## src/rtl/ptw_mem_arbiter_if.sv

```systemverilog
// rtl/ptw_mem_arbiter_if.sv - walk request/response and memory read port bundle for ptw_mem_arbiter
interface ptw_mem_arbiter_if #(
  parameter int ADDR_WIDTH = 32,
  parameter int DATA_WIDTH = 32
);
  logic                  ptw_req0;
  logic                  ptw_req1;
  logic [ADDR_WIDTH-1:0] ptw_addr0;
  logic [ADDR_WIDTH-1:0] ptw_addr1;
  logic [DATA_WIDTH-1:0] ptw_data0;
  logic [DATA_WIDTH-1:0] ptw_data1;
  logic                  ptw_ready0;
  logic                  ptw_ready1;
  logic                  ptw_err0;
  logic                  ptw_err1;
  logic                  mem_req_valid;
  logic                  mem_req_ready;
  logic [ADDR_WIDTH-1:0] mem_req_addr;
  logic                  mem_resp_valid;
  logic [DATA_WIDTH-1:0] mem_resp_data;
  logic                  mem_resp_err;

  modport slave (
    input  ptw_req0, ptw_req1, ptw_addr0, ptw_addr1,
    output ptw_data0, ptw_data1, ptw_ready0, ptw_ready1, ptw_err0, ptw_err1,
    output mem_req_valid, mem_req_addr,
    input  mem_req_ready, mem_resp_valid, mem_resp_data, mem_resp_err
  );

  modport master (
    output ptw_req0, ptw_req1, ptw_addr0, ptw_addr1,
    input  ptw_data0, ptw_data1, ptw_ready0, ptw_ready1, ptw_err0, ptw_err1,
    input  mem_req_valid, mem_req_addr,
    output mem_req_ready, mem_resp_valid, mem_resp_data, mem_resp_err
  );
endinterface

```

## src/rtl/ptw_mem_arbiter.sv

```systemverilog
// rtl/ptw_mem_arbiter.sv - two-port round-robin page-table-walk memory arbiter with response timeout
module ptw_mem_arbiter #(
  parameter int ADDR_WIDTH     = 32,
  parameter int DATA_WIDTH     = 32,
  parameter int TIMEOUT_CYCLES = 255
) (
  input  logic             clk,
  input  logic             rst,
  ptw_mem_arbiter_if.slave bus,
  output logic             busy
);
  localparam int TW = (TIMEOUT_CYCLES > 0) ? $clog2(TIMEOUT_CYCLES + 1) : 1;
  localparam bit TO_EN = (TIMEOUT_CYCLES > 0);
  localparam logic [TW-1:0] TO_LAST = TO_EN ? TW'(TIMEOUT_CYCLES - 1) : '0;

  typedef enum logic [1:0] {IDLE, ISSUE, WAIT_RESP, RESPOND} state_t;

  state_t                state, state_next;
  logic                  gnt, gnt_next, last_gnt;
  logic [1:0]            pend, req_in, clr;
  logic [ADDR_WIDTH-1:0] addr_in [2];
  logic [ADDR_WIDTH-1:0] addr_q  [2];
  logic [DATA_WIDTH-1:0] data_q  [2];
  logic                  err_q;
  logic [TW-1:0]         timer;
  logic                  resp_take, resp_timeout;

  assign req_in     = {bus.ptw_req1, bus.ptw_req0};
  assign addr_in[0] = bus.ptw_addr0;
  assign addr_in[1] = bus.ptw_addr1;
  // RESPOND retires the granted port's pending request
  assign clr[0]     = (state == RESPOND) && !gnt;
  assign clr[1]     = (state == RESPOND) && gnt;

  // State and grant registers
  always_ff @(posedge clk or posedge rst) begin
    if (rst) begin
      state <= IDLE;
      gnt   <= 1'b0;
    end else begin
      state <= state_next;
      gnt   <= gnt_next;
    end
  end

  // Next-state: round-robin pick in IDLE, response or timeout in WAIT_RESP
  always_comb begin
    state_next   = state;
    gnt_next     = gnt;
    resp_take    = 1'b0;
    resp_timeout = 1'b0;
    case (state)
      IDLE: begin
        if (|pend) begin
          state_next = ISSUE;
          gnt_next   = (pend == 2'b11) ? ~last_gnt : pend[1];
        end
      end
      ISSUE: begin
        if (bus.mem_req_ready) state_next = WAIT_RESP;
      end
      WAIT_RESP: begin
        if (bus.mem_resp_valid) begin
          resp_take  = 1'b1;
          state_next = RESPOND;
        end else if (TO_EN && (timer == TO_LAST)) begin
          resp_timeout = 1'b1;
          state_next   = RESPOND;
        end
      end
      RESPOND: state_next = IDLE;
      default: state_next = IDLE;
    endcase
  end

  // Pending latches: a new request in the retire cycle re-arms the port
  always_ff @(posedge clk or posedge rst) begin
    if (rst) begin
      pend      <= '0;
      addr_q[0] <= '0;
      addr_q[1] <= '0;
    end else begin
      for (int i = 0; i < 2; i++) begin
        if (req_in[i] && (!pend[i] || clr[i])) begin
          pend[i]   <= 1'b1;
          addr_q[i] <= addr_in[i];
        end else if (clr[i]) begin
          pend[i] <= 1'b0;
        end
      end
    end
  end

  // Completion data lands in the port register on entry to RESPOND so it is valid with ready
  always_ff @(posedge clk or posedge rst) begin
    if (rst) begin
      data_q[0] <= '0;
      data_q[1] <= '0;
      err_q     <= 1'b0;
      last_gnt  <= 1'b1;
      timer     <= '0;
    end else begin
      if (resp_take) begin
        data_q[gnt] <= bus.mem_resp_data;
        err_q       <= bus.mem_resp_err;
      end else if (resp_timeout) begin
        data_q[gnt] <= '0;
        err_q       <= 1'b1;
      end
      if (state == RESPOND) last_gnt <= gnt;
      if ((state == ISSUE) && bus.mem_req_ready) begin
        timer <= '0;
      end else if ((state == WAIT_RESP) && !resp_take && !resp_timeout && (timer != '1)) begin
        timer <= timer + TW'(1);
      end
    end
  end

  assign bus.mem_req_valid = (state == ISSUE);
  assign bus.mem_req_addr  = (state == ISSUE) ? addr_q[gnt] : '0;
  assign bus.ptw_ready0    = clr[0];
  assign bus.ptw_ready1    = clr[1];
  assign bus.ptw_err0      = clr[0] && err_q;
  assign bus.ptw_err1      = clr[1] && err_q;
  assign bus.ptw_data0     = data_q[0];
  assign bus.ptw_data1     = data_q[1];
  assign busy              = (state != IDLE) || (|pend);
endmodule

```

## src/flat_wrapper.sv

```systemverilog
// flat-port wrapper written by rule: the top's interface ports become plain ports
module ptw_mem_arbiter_flat 
#(
  parameter int ADDR_WIDTH     = 32,
  parameter int DATA_WIDTH     = 32,
  parameter int TIMEOUT_CYCLES = 255
)
  (clk, rst, busy, bus_ptw_req0, bus_ptw_req1, bus_ptw_addr0, bus_ptw_addr1, bus_ptw_data0, bus_ptw_data1, bus_ptw_ready0, bus_ptw_ready1, bus_ptw_err0, bus_ptw_err1, bus_mem_req_valid, bus_mem_req_addr, bus_mem_req_ready, bus_mem_resp_valid, bus_mem_resp_data, bus_mem_resp_err);
  ptw_mem_arbiter_if #(.ADDR_WIDTH(ADDR_WIDTH), .DATA_WIDTH(DATA_WIDTH)) bus_i ();
  input  logic clk;
  input  logic rst;
  output logic busy;
  input wire logic [$bits(bus_i.ptw_req0)-1:0] bus_ptw_req0;
  input wire logic [$bits(bus_i.ptw_req1)-1:0] bus_ptw_req1;
  input wire logic [$bits(bus_i.ptw_addr0)-1:0] bus_ptw_addr0;
  input wire logic [$bits(bus_i.ptw_addr1)-1:0] bus_ptw_addr1;
  output wire logic [$bits(bus_i.ptw_data0)-1:0] bus_ptw_data0;
  output wire logic [$bits(bus_i.ptw_data1)-1:0] bus_ptw_data1;
  output wire logic [$bits(bus_i.ptw_ready0)-1:0] bus_ptw_ready0;
  output wire logic [$bits(bus_i.ptw_ready1)-1:0] bus_ptw_ready1;
  output wire logic [$bits(bus_i.ptw_err0)-1:0] bus_ptw_err0;
  output wire logic [$bits(bus_i.ptw_err1)-1:0] bus_ptw_err1;
  output wire logic [$bits(bus_i.mem_req_valid)-1:0] bus_mem_req_valid;
  output wire logic [$bits(bus_i.mem_req_addr)-1:0] bus_mem_req_addr;
  input wire logic [$bits(bus_i.mem_req_ready)-1:0] bus_mem_req_ready;
  input wire logic [$bits(bus_i.mem_resp_valid)-1:0] bus_mem_resp_valid;
  input wire logic [$bits(bus_i.mem_resp_data)-1:0] bus_mem_resp_data;
  input wire logic [$bits(bus_i.mem_resp_err)-1:0] bus_mem_resp_err;
  assign bus_i.ptw_req0 = bus_ptw_req0;
  assign bus_i.ptw_req1 = bus_ptw_req1;
  assign bus_i.ptw_addr0 = bus_ptw_addr0;
  assign bus_i.ptw_addr1 = bus_ptw_addr1;
  assign bus_ptw_data0 = bus_i.ptw_data0;
  assign bus_ptw_data1 = bus_i.ptw_data1;
  assign bus_ptw_ready0 = bus_i.ptw_ready0;
  assign bus_ptw_ready1 = bus_i.ptw_ready1;
  assign bus_ptw_err0 = bus_i.ptw_err0;
  assign bus_ptw_err1 = bus_i.ptw_err1;
  assign bus_mem_req_valid = bus_i.mem_req_valid;
  assign bus_mem_req_addr = bus_i.mem_req_addr;
  assign bus_i.mem_req_ready = bus_mem_req_ready;
  assign bus_i.mem_resp_valid = bus_mem_resp_valid;
  assign bus_i.mem_resp_data = bus_mem_resp_data;
  assign bus_i.mem_resp_err = bus_mem_resp_err;
  ptw_mem_arbiter #(.ADDR_WIDTH(ADDR_WIDTH), .DATA_WIDTH(DATA_WIDTH), .TIMEOUT_CYCLES(TIMEOUT_CYCLES)) u_core (.clk(clk), .rst(rst), .bus(bus_i), .busy(busy));
endmodule
```

## config.mk

```make
export PLATFORM = sky130hd
export DESIGN_NAME = ptw_mem_arbiter_flat
export DESIGN_NICKNAME = d
export VERILOG_FILES = /design/src/rtl/ptw_mem_arbiter_if.sv /design/src/rtl/ptw_mem_arbiter.sv /design/src/flat_wrapper.sv
export SDC_FILE = /design/constraint.sdc
export NUM_CORES = 1
export LEC_CHECK = 0
export BUFFER_PORTS_ARGS = -buffer_cell sky130_fd_sc_hd__buf_2
export CORE_MARGIN = 3
export CORE_UTILIZATION = 45
export CTS_BUF_LIST = sky130_fd_sc_hd__clkbuf_8
export DETAILED_ROUTE_END_ITERATION = 10
export PLACE_DENSITY = 0.76
export SLEW_MARGIN = 5
export SYNTH_ARGS = -nofsm -noshare
export SYNTH_HDL_FRONTEND = slang
export SYNTH_SLANG_ARGS = --single-unit
```

## constraint.sdc

```tcl
create_clock -name clk -period 7.3 [get_ports clk]
set_input_delay 0.73 -clock clk [delete_from_list [all_inputs] [get_ports clk]]
set_output_delay 0.73 -clock clk [all_outputs]
set_load 0.02 [all_outputs]
```

After elaboration in Yosys (flattened, before gate mapping)
Cells that the tools add are included.

cells by class
  $add $sub $neg = 1
  order comparisons = 2
  equal/unequal tests = 9
  mux-type cells = 28
  bitwise gates (word level) = 4
  reduce and logical (&&, ||, !) cells = 28

operators with widths
  cell                   number
  $mux W32               5
  $mux W64               2
  $and A64 B64 Y64       1
  $bwmux W64             1
  $not A64 Y64           1
  $demux W32 S1          1
  $mux W8                2
  $mux W1                12
  $logic_and A1 B1 Y1    11
  $reduce_bool A2 Y1     5
  $add A8 B1 Y8 const B  1
  $eq A8 B8 Y1 const B   1
  $mux W2                4
  $ne A8 B8 Y1 const B   1
  $pmux W2 S4            1
  $eq A2 B2 Y1 const B   3
  $logic_not A1 Y1       5
  $ne A2 B1 Y1 const B   2
  $logic_or A1 B1 Y1     3
  $ne A3 B2 Y1 const B   1
  $reduce_and A3 Y1      1
  $eq A2 B1 Y1 const B   1
  $ge A2 B2 Y1 const B   1
  $logic_not A2 Y1       1
  other kinds (5)        5

word-level totals
  bits in registers = 143
  bits of input ports = 103
  output and inout port bits = 102
  logic and storage cells = 83

Depth between registers and ports, before layout
Gate-level depths: netlist of run 1.

  depth in word-level cells = 9
  gate-level depth with buffers = 7
  mapped depth without buffers = 6

Least setup slack after synthesis of run 1
Ideal clock, no wire load.

  path kind = flip-flop to output port
  start point = register u_core.state[1]
  end point = output bus_mem_req_addr[10]
  arrival time = 1.394 ns
  required time = 6.570 ns
  setup slack = 5.176 ns
  stages on the path, launching flop included = 5
  buffers on the path = 1
  cells stage by stage = dfrtp_1 -> inv_1 -> ha_1 -> clkbuf_1 -> nor2b_1

between the ends
  longest elaborated chain between the ends = 2

RTL lines
  what                      line                    text
  start: declaration        ptw_mem_arbiter.sv:18   state_t state, state_next;
  start signal: assignment  ptw_mem_arbiter.sv:41   state <= state_next;
  $eq A2 B1 Y1              -
  net bus_mem_req_valid     flat_wrapper.sv:23      output wire logic [$bits(bus_i.mem_req_valid)-1:0] bus_mem_req_valid;
  $mux W32                  ptw_mem_arbiter.sv:120  assign bus.mem_req_addr = (state == ISSUE) ? addr_q[gnt] : '0;
  end: declaration          flat_wrapper.sv:24      output wire logic [$bits(bus_i.mem_req_addr)-1:0] bus_mem_req_addr;

The timed path passes the listed nets, and every way through them passes these cells.

Final worst setup path of run 1
  start point = register u_core.state[1]
  end point = output bus_mem_req_addr[13]

between the ends
  longest elaborated chain between the ends = 2

RTL lines
  what          line
  $eq A2 B1 Y1  ptw_mem_arbiter.sv:120
  $mux W32      ptw_mem_arbiter.sv:120

Every way passes these cells.

==> results of run 1 <==
-- cell type report --
type                            instances  area, µm²  area share (%)
Inverter                                6       27.5           0.361
Multi-Input combinational cell        264       2300            30.2
Tap cell                              172        215            2.83
Clock buffer                           21        289            3.79
Timing Repair Buffer                  210       1070            14.0
Clock inverter                         10        135            1.77
Sequential cell                       143       3580            47.0
-- synth_stat cells, drive strengths merged --
cell type  count
a31oi          2
nand3          2
xor2           2
o22a           1
or2            2
nand4          2
o32a           1
nor3           1
buf           18
mux2          65
dfstp          1
and4b          1
nor2           8
and2           3
a221oi         1
clkbuf        11
a211oi         2
nand3b         1
ha             6
a311oi         1
nand2b         3
o21ai          3
o31ai          1
and4           1
or4            1
and2b          1
a21oi          5
nor2b         35
xnor2          2
nand2          9
and3           2
mux2i         32
a22o          64
o211ai         3
o21a           1
inv            6
dfrtp        142
-- where the power goes --
| group | internal [mW] | leakage, nW | total (mW) | switching (mW) |
|---|---|---|---|---|
| clock network | 0.371 | 0.212 | 0.656 | 0.285 |
| registers | 1.16 | 1.75 | 1.42 | 0.257 |
| logic | 0.669 | 1.98 | 1.42 | 0.754 |
-- worst paths after layout --
path	to	from	cells after the start
setup / recovery	bus_mem_req_addr[13]	u_core.state[1]$_DFFE_PP0P_	4
hold / removal	u_core.bus.ptw_data1[22]$_DFFE_PP0P_	rst	2
setup reg to reg	u_core.bus.ptw_data1[22]$_DFFE_PP0P_	u_core.gnt$_DFFE_PP0P_	2
hold reg to reg	u_core.addr_q[46]$_DFFE_PP0P_	u_core.addr_q[46]$_DFFE_PP0P_	1
max in group asynchronous	u_core.gnt$_DFFE_PP0P_	rst	3
min in group clk	u_core.addr_q[46]$_DFFE_PP0P_	u_core.addr_q[46]$_DFFE_PP0P_	1
-- registers in the layout (all words and copies together), names as in the netlist --
name	count
u_core.addr_q	64
u_core.bus.ptw_data0	32
u_core.bus.ptw_data1	32
u_core.err_q	1
u_core.gnt	1
u_core.last_gnt	1
u_core.pend	2
u_core.state	2
u_core.timer	8
-- per-layer routing --
metal / routed length, µm / vias up
li1: - / 1999
met5: 0 / -
met4: 165 / 0
met3: 1600 / 18
met2: 6610 / 224
met1: 5840 / 2195
-- through the flow --
stage / util, % / hold slack, ns / power (mW) / cell area (µm²)
2_1_floorplan: - / 0.457 / 2.41 / 6050
3_3_place_gp: 55.9 / 0.466 / 2.80 / 7190
3_5_place_dp: 55.9 / 0.475 / 2.86 / 7190
4_1_cts: 59.1 / 0.363 / 3.54 / 7620
5_1_grt: 59.1 / 0.386 / 3.72 / 7620
6_report: 59.1 / 0.364 / 3.50 / 7620
-- cells by family after synthesis --
logic type	Yosys count	share of synthesized area, %
xor gates and xnor gates	4	0.579
DFF	143	59.2
AOI/OAI and AO/OA	85	11.8
buffers and inverters	35	2.85
and+or+nand+nor	72	6.97
adders and majority gates	6	1.24
muxes	97	17.4
-- worst max-delay path: stages (launching register included) --
cell and delay (ns):
dfrtp_1 0.42, inv_1 0.09, ha_1 0.80, nor2b_1 0.26, buf_2 0.19
==> flow_summary.toml, run 1 <==
[worst_setup_path]
crit_fanout = 35
required_ns = 6.57
cp.arrival_ns = 2.19
reg2reg_slack_ns = 4.70
startpoint_type = "flop"
path_class = "flop to primary output"
crit_path_end_kind = "primary output"

[detailed_routing]
drc = 0
firstDrtPassIters = 5
via_per_inst = 5.37
routedWlPerCell_um = 17.2
drt-initial-drc-count = 298
wirelength_um = 14200
final_antenna_net_count = 0
dr_total_vias = 4436

[finish]
fill_cells = 1060
final_cell_mix = "buf_2, dfrtp_1, a22o_1"
nets = 751
drive_gt1_share_pct = 46.9
syn2layout_area_growth_pct = 25.9
fin_cells = 826
diodes = 0
final_common_cell = "buf_2"

[grt]
grt_overflow = 0
grt_pass1_vias = 4510
grtUsageMet1_pct = 24.6
antenna_found_initial = 0
use_met3_pct = 7.61
grt_pass1_wl_um = 22500
busiest_layer = "met2"
grt_usage_pct = 19.3
use_met2_pct = 29.9
grt_max_degree = 76

[sta]
hold_violations = 0
fin_crit_ns = 2.92
tns_ns = 0
skew_ns = 0.0125
setup_violations = 0
slew_headroom_pct = 17.9
finalMaxSlewViolations = 0
grt_setup_unrepaired = "false"
fmax_mhz = 342
fin_crit_sh_pct = 40.1
layout_setup_ws_ns = 4.38
worst_slew_pin_slew_ns = 1.23

[power]
p_leak_nw = 3.94
vdd_drop_max_uv = 243
power-per-cell-area_nw_per_um2 = 460

[hold_path]
min_path_type = "input port to async pin"

[placed_design]
dp_hpwl_um = 9880
portBuffers = 204
dpl_worst_slack_ns = 4.70
gp_congestion = 0.749
placed_cells = 795

[floorplan]
ioPinCount = 205
die-area_um2 = 14900
rows = 41
start_util_pct = 47.0
die_w_um = 122
core_area_um2 = 12900
fp.dieH_um = 122

[clock_network]
numClockSinks = 143
cts_tree = "done"
clk-insertion-delay-late_ns = 0.44
ctsHoldBuffers = 0
cts_max_path_buffers = 2
post_cts_resized = 0
htreeDepth = 4
cts_setup_buffers = 0
path_clk_slew_ns = 0.08
cts_root_buf = "clkbuf_8"
cts_buffers = 17

[synth]
yosysSeqAreaShare_pct = 59.2
synth.area.top_cells = "dfrtp_1, mux2_2, a22o_1"
synth_cell_type_count = 45
ys_seq_elements = 143
syn_area_um2 = 6050
syn_avg_cell_area_um2 = 13.7
synth_top_area_share_pct = 58.8
synthCells = 442
synth.largest_area_cell = "dfrtp_1"
syn_nets = 551
synth_warnings = 0

[outcome]
outcome = "completed"

[run]
cap_violations = 0
Power figures use the tool's default switching activity.
==> run 2: changes to the inputs <==
--- a/config.mk
+++ b/config.mk
@@ -5,6 +5,7 @@
 export SDC_FILE = /design/constraint.sdc
 export NUM_CORES = 1
 export LEC_CHECK = 0
+export ABC_AREA = 1
 export BUFFER_PORTS_ARGS = -buffer_cell sky130_fd_sc_hd__buf_2
 export CORE_MARGIN = 3
 export CORE_UTILIZATION = 45
==> constraint.sdc (replaced) <==
create_clock -name clk -period 2.4 [get_ports clk]
set_input_delay 0.24 -clock clk [delete_from_list [all_inputs] [get_ports clk]]
set_output_delay 0.24 -clock clk [all_outputs]
set_load 0.02 [all_outputs]
==> flow_summary.toml, run 2 <==
[outcome]
failed_checks = "hold timing"
outcome = "finished with violations"

[detailed_routing]
dr_total_vias = 6435
final_antenna_net_count = 0
drc = 0
firstDrtPassIters = 5
via_per_inst = 5.03
routedWlPerCell_um = 14.5
drt-initial-drc-count = 377
wirelength_um = 18600

[placed_design]
dp_hpwl_um = 12600
gp_congestion = 0.834
placed_cells = 1241
portBuffers = 204

[synth]
synth-edff-count = 0
synth.largest_area_cell = "dfrtp_1"
synth_cell_type_count = 29
syn_avg_cell_area_um2 = 8.29
syn_area_um2 = 7160
synth.most_common_cell = "nand2_1"
synth_warnings = 0
syn_nets = 972
synth.area.top_cells = "dfrtp_1, nand2_1, o31ai_1"
yosys-top-cells-count = "nand2_1, dfrtp_1, inv_1"
synthCells = 863
synthArstFlopShare_pct = 100
yosysSeqAreaShare_pct = 50.0
synthFlopType = "dfrtp_1"
ys_seq_elements = 143
synth_top_area_share_pct = 49.7

[worst_setup_path]
crit_path_end_kind = "primary output"
startpoint_type = "flop"
crit_fanout = 25
reg2reg_slack_ns = 0.38
path_class = "flop to primary output"
cp.arrival_ns = 1.99
required_ns = 2.16

[clock_network]
cts_root_buf = "clkbuf_8"
path_clk_slew_ns = 0.08
numClockSinks = 143
cts_buffers = 17
cts_max_path_buffers = 2
htreeDepth = 4
clk-insertion-delay-late_ns = 0.43
cts_tree = "done"
cts_setup_buffers = 0

[sta]
hold_violations = 12
worst_slew_pin_slew_ns = 0.828
fmax_mhz = 448
slew_headroom_pct = 44.8
tns_ns = 0
setup_violations = 0
fin_crit_sh_pct = 93.0
hold_ws_ns = -0.0329
finalMaxSlewViolations = 0
fin_crit_ns = 2.23
grt_setup_unrepaired = "false"
skew_ns = 0.0125

[finish]
largest_reg_flops = 64
max_flop_register = "u_core.addr_q"
nets = 1165
diodes = 0
final_cell_mix = "nand2_1, buf_2, dfrtp_1"
drive_gt1_share_pct = 27.2
syn2layout_area_growth_pct = 23.7
fin_cells = 1280
final_common_cell = "nand2_1"

[floorplan]
core_area_um2 = 15400
ioPinCount = 205
start_util_pct = 46.6
rows = 45
die_w_um = 132
die-area_um2 = 17500
fp.dieH_um = 132

[grt]
grt_pass1_vias = 6386
grt_usage_pct = 21.7
grt_pass1_wl_um = 31200
grt_overflow = 0
antenna_found_initial = 0
grt_max_degree = 144

[hold_path]
min_path_type = "input port to async pin"

[power]
power-per-cell-area_nw_per_um2 = 1210
p_total_mw = 10.8
p_leak_nw = 4.51
vdd_drop_max_uv = 585

[run]
cap_violations = 0
-- run 2: through the flow --
stage | utilization, % | cell area, µm² | setup slack (ns)
2_1_floorplan | - | 7160 | 0.370
3_3_place_gp | 54.4 | 8360 | 0.531
3_5_place_dp | 54.4 | 8360 | 0.432
4_1_cts | 57.5 | 8840 | 0.0598
5_1_grt | 57.6 | 8850 | 0.0314
6_report | 57.6 | 8850 | 0.167
-- run 2: final cells by class --
class,instances,area [µm²]
clock buffers,18,248
clock inverters,14,175
fillers,1414,6520
inverters,84,319
multi-input cells,581,2980
flip-flops and latches,143,3580
well taps,211,264
repair buffers,229,1290
-- run 2: where the power goes --
group	switching, mW	internal [mW]
Combinational	3.08	1.66
Clock	0.901	1.14
Sequential	0.584	3.39
-- run 2: logic make-up (layout without fill, tap and decap cells) --
kind of cell	after synthesis	after routing	synth area share, %
simple gates	373	373	20.8
flops	143	143	50.0
xor+xnor	2	2	0.245
fa+ha+maj	6	6	1.05
compound gates	168	168	14.4
buf+inv	139	345	8.46
mux	32	32	5.04
-- run 2: path summary, 6_finish.rpt --
check / from / end / depth (start not counted)
min in group clk: bus_ptw_addr1[27] / u_core.addr_q[27]$_DFFE_PP0P_ / 2
setup / recovery: u_core.state[1]$_DFFE_PP0P_ / bus_mem_req_addr[7] / 6
hold / removal: rst / u_core.bus.ptw_data0[29]$_DFFE_PP0P_ / 3
max in group asynchronous: rst / u_core.gnt$_DFFE_PP0P_ / 3
setup reg to reg: u_core.state[0]$_DFFE_PP0P_ / u_core.bus.ptw_data0[1]$_DFFE_PP0P_ / 9
hold reg to reg: u_core.addr_q[38]$_DFFE_PP0P_ / u_core.addr_q[38]$_DFFE_PP0P_ / 2
-- run 2: critical path: stages (launching register included) --
cell     delay, ns
dfrtp_1       0.43
inv_1         0.11
ha_2          0.36
buf_12        0.20
o21ai_0       0.12
nor2_1        0.14
buf_2         0.19
-- run 2: what timing repair did --
item                                    CTS  global route
endpoints found under the setup margin    0            21
hold endpoints to repair                  6             1
resized for setup                         0             1
hold buffers                              6             1
-- run 2: layer usage --
| layer | track usage [%] | share of wire (%) | wire length [µm] |
|---|---|---|---|
| met5 | 0 | 0 | 0 |
| met4 | 6.65 | 1.6 | 291 |
| met3 | 5.80 | 7.2 | 1340 |
| met2 | 34.2 | 46 | 8540 |
| met1 | 29.4 | 45 | 8400 |
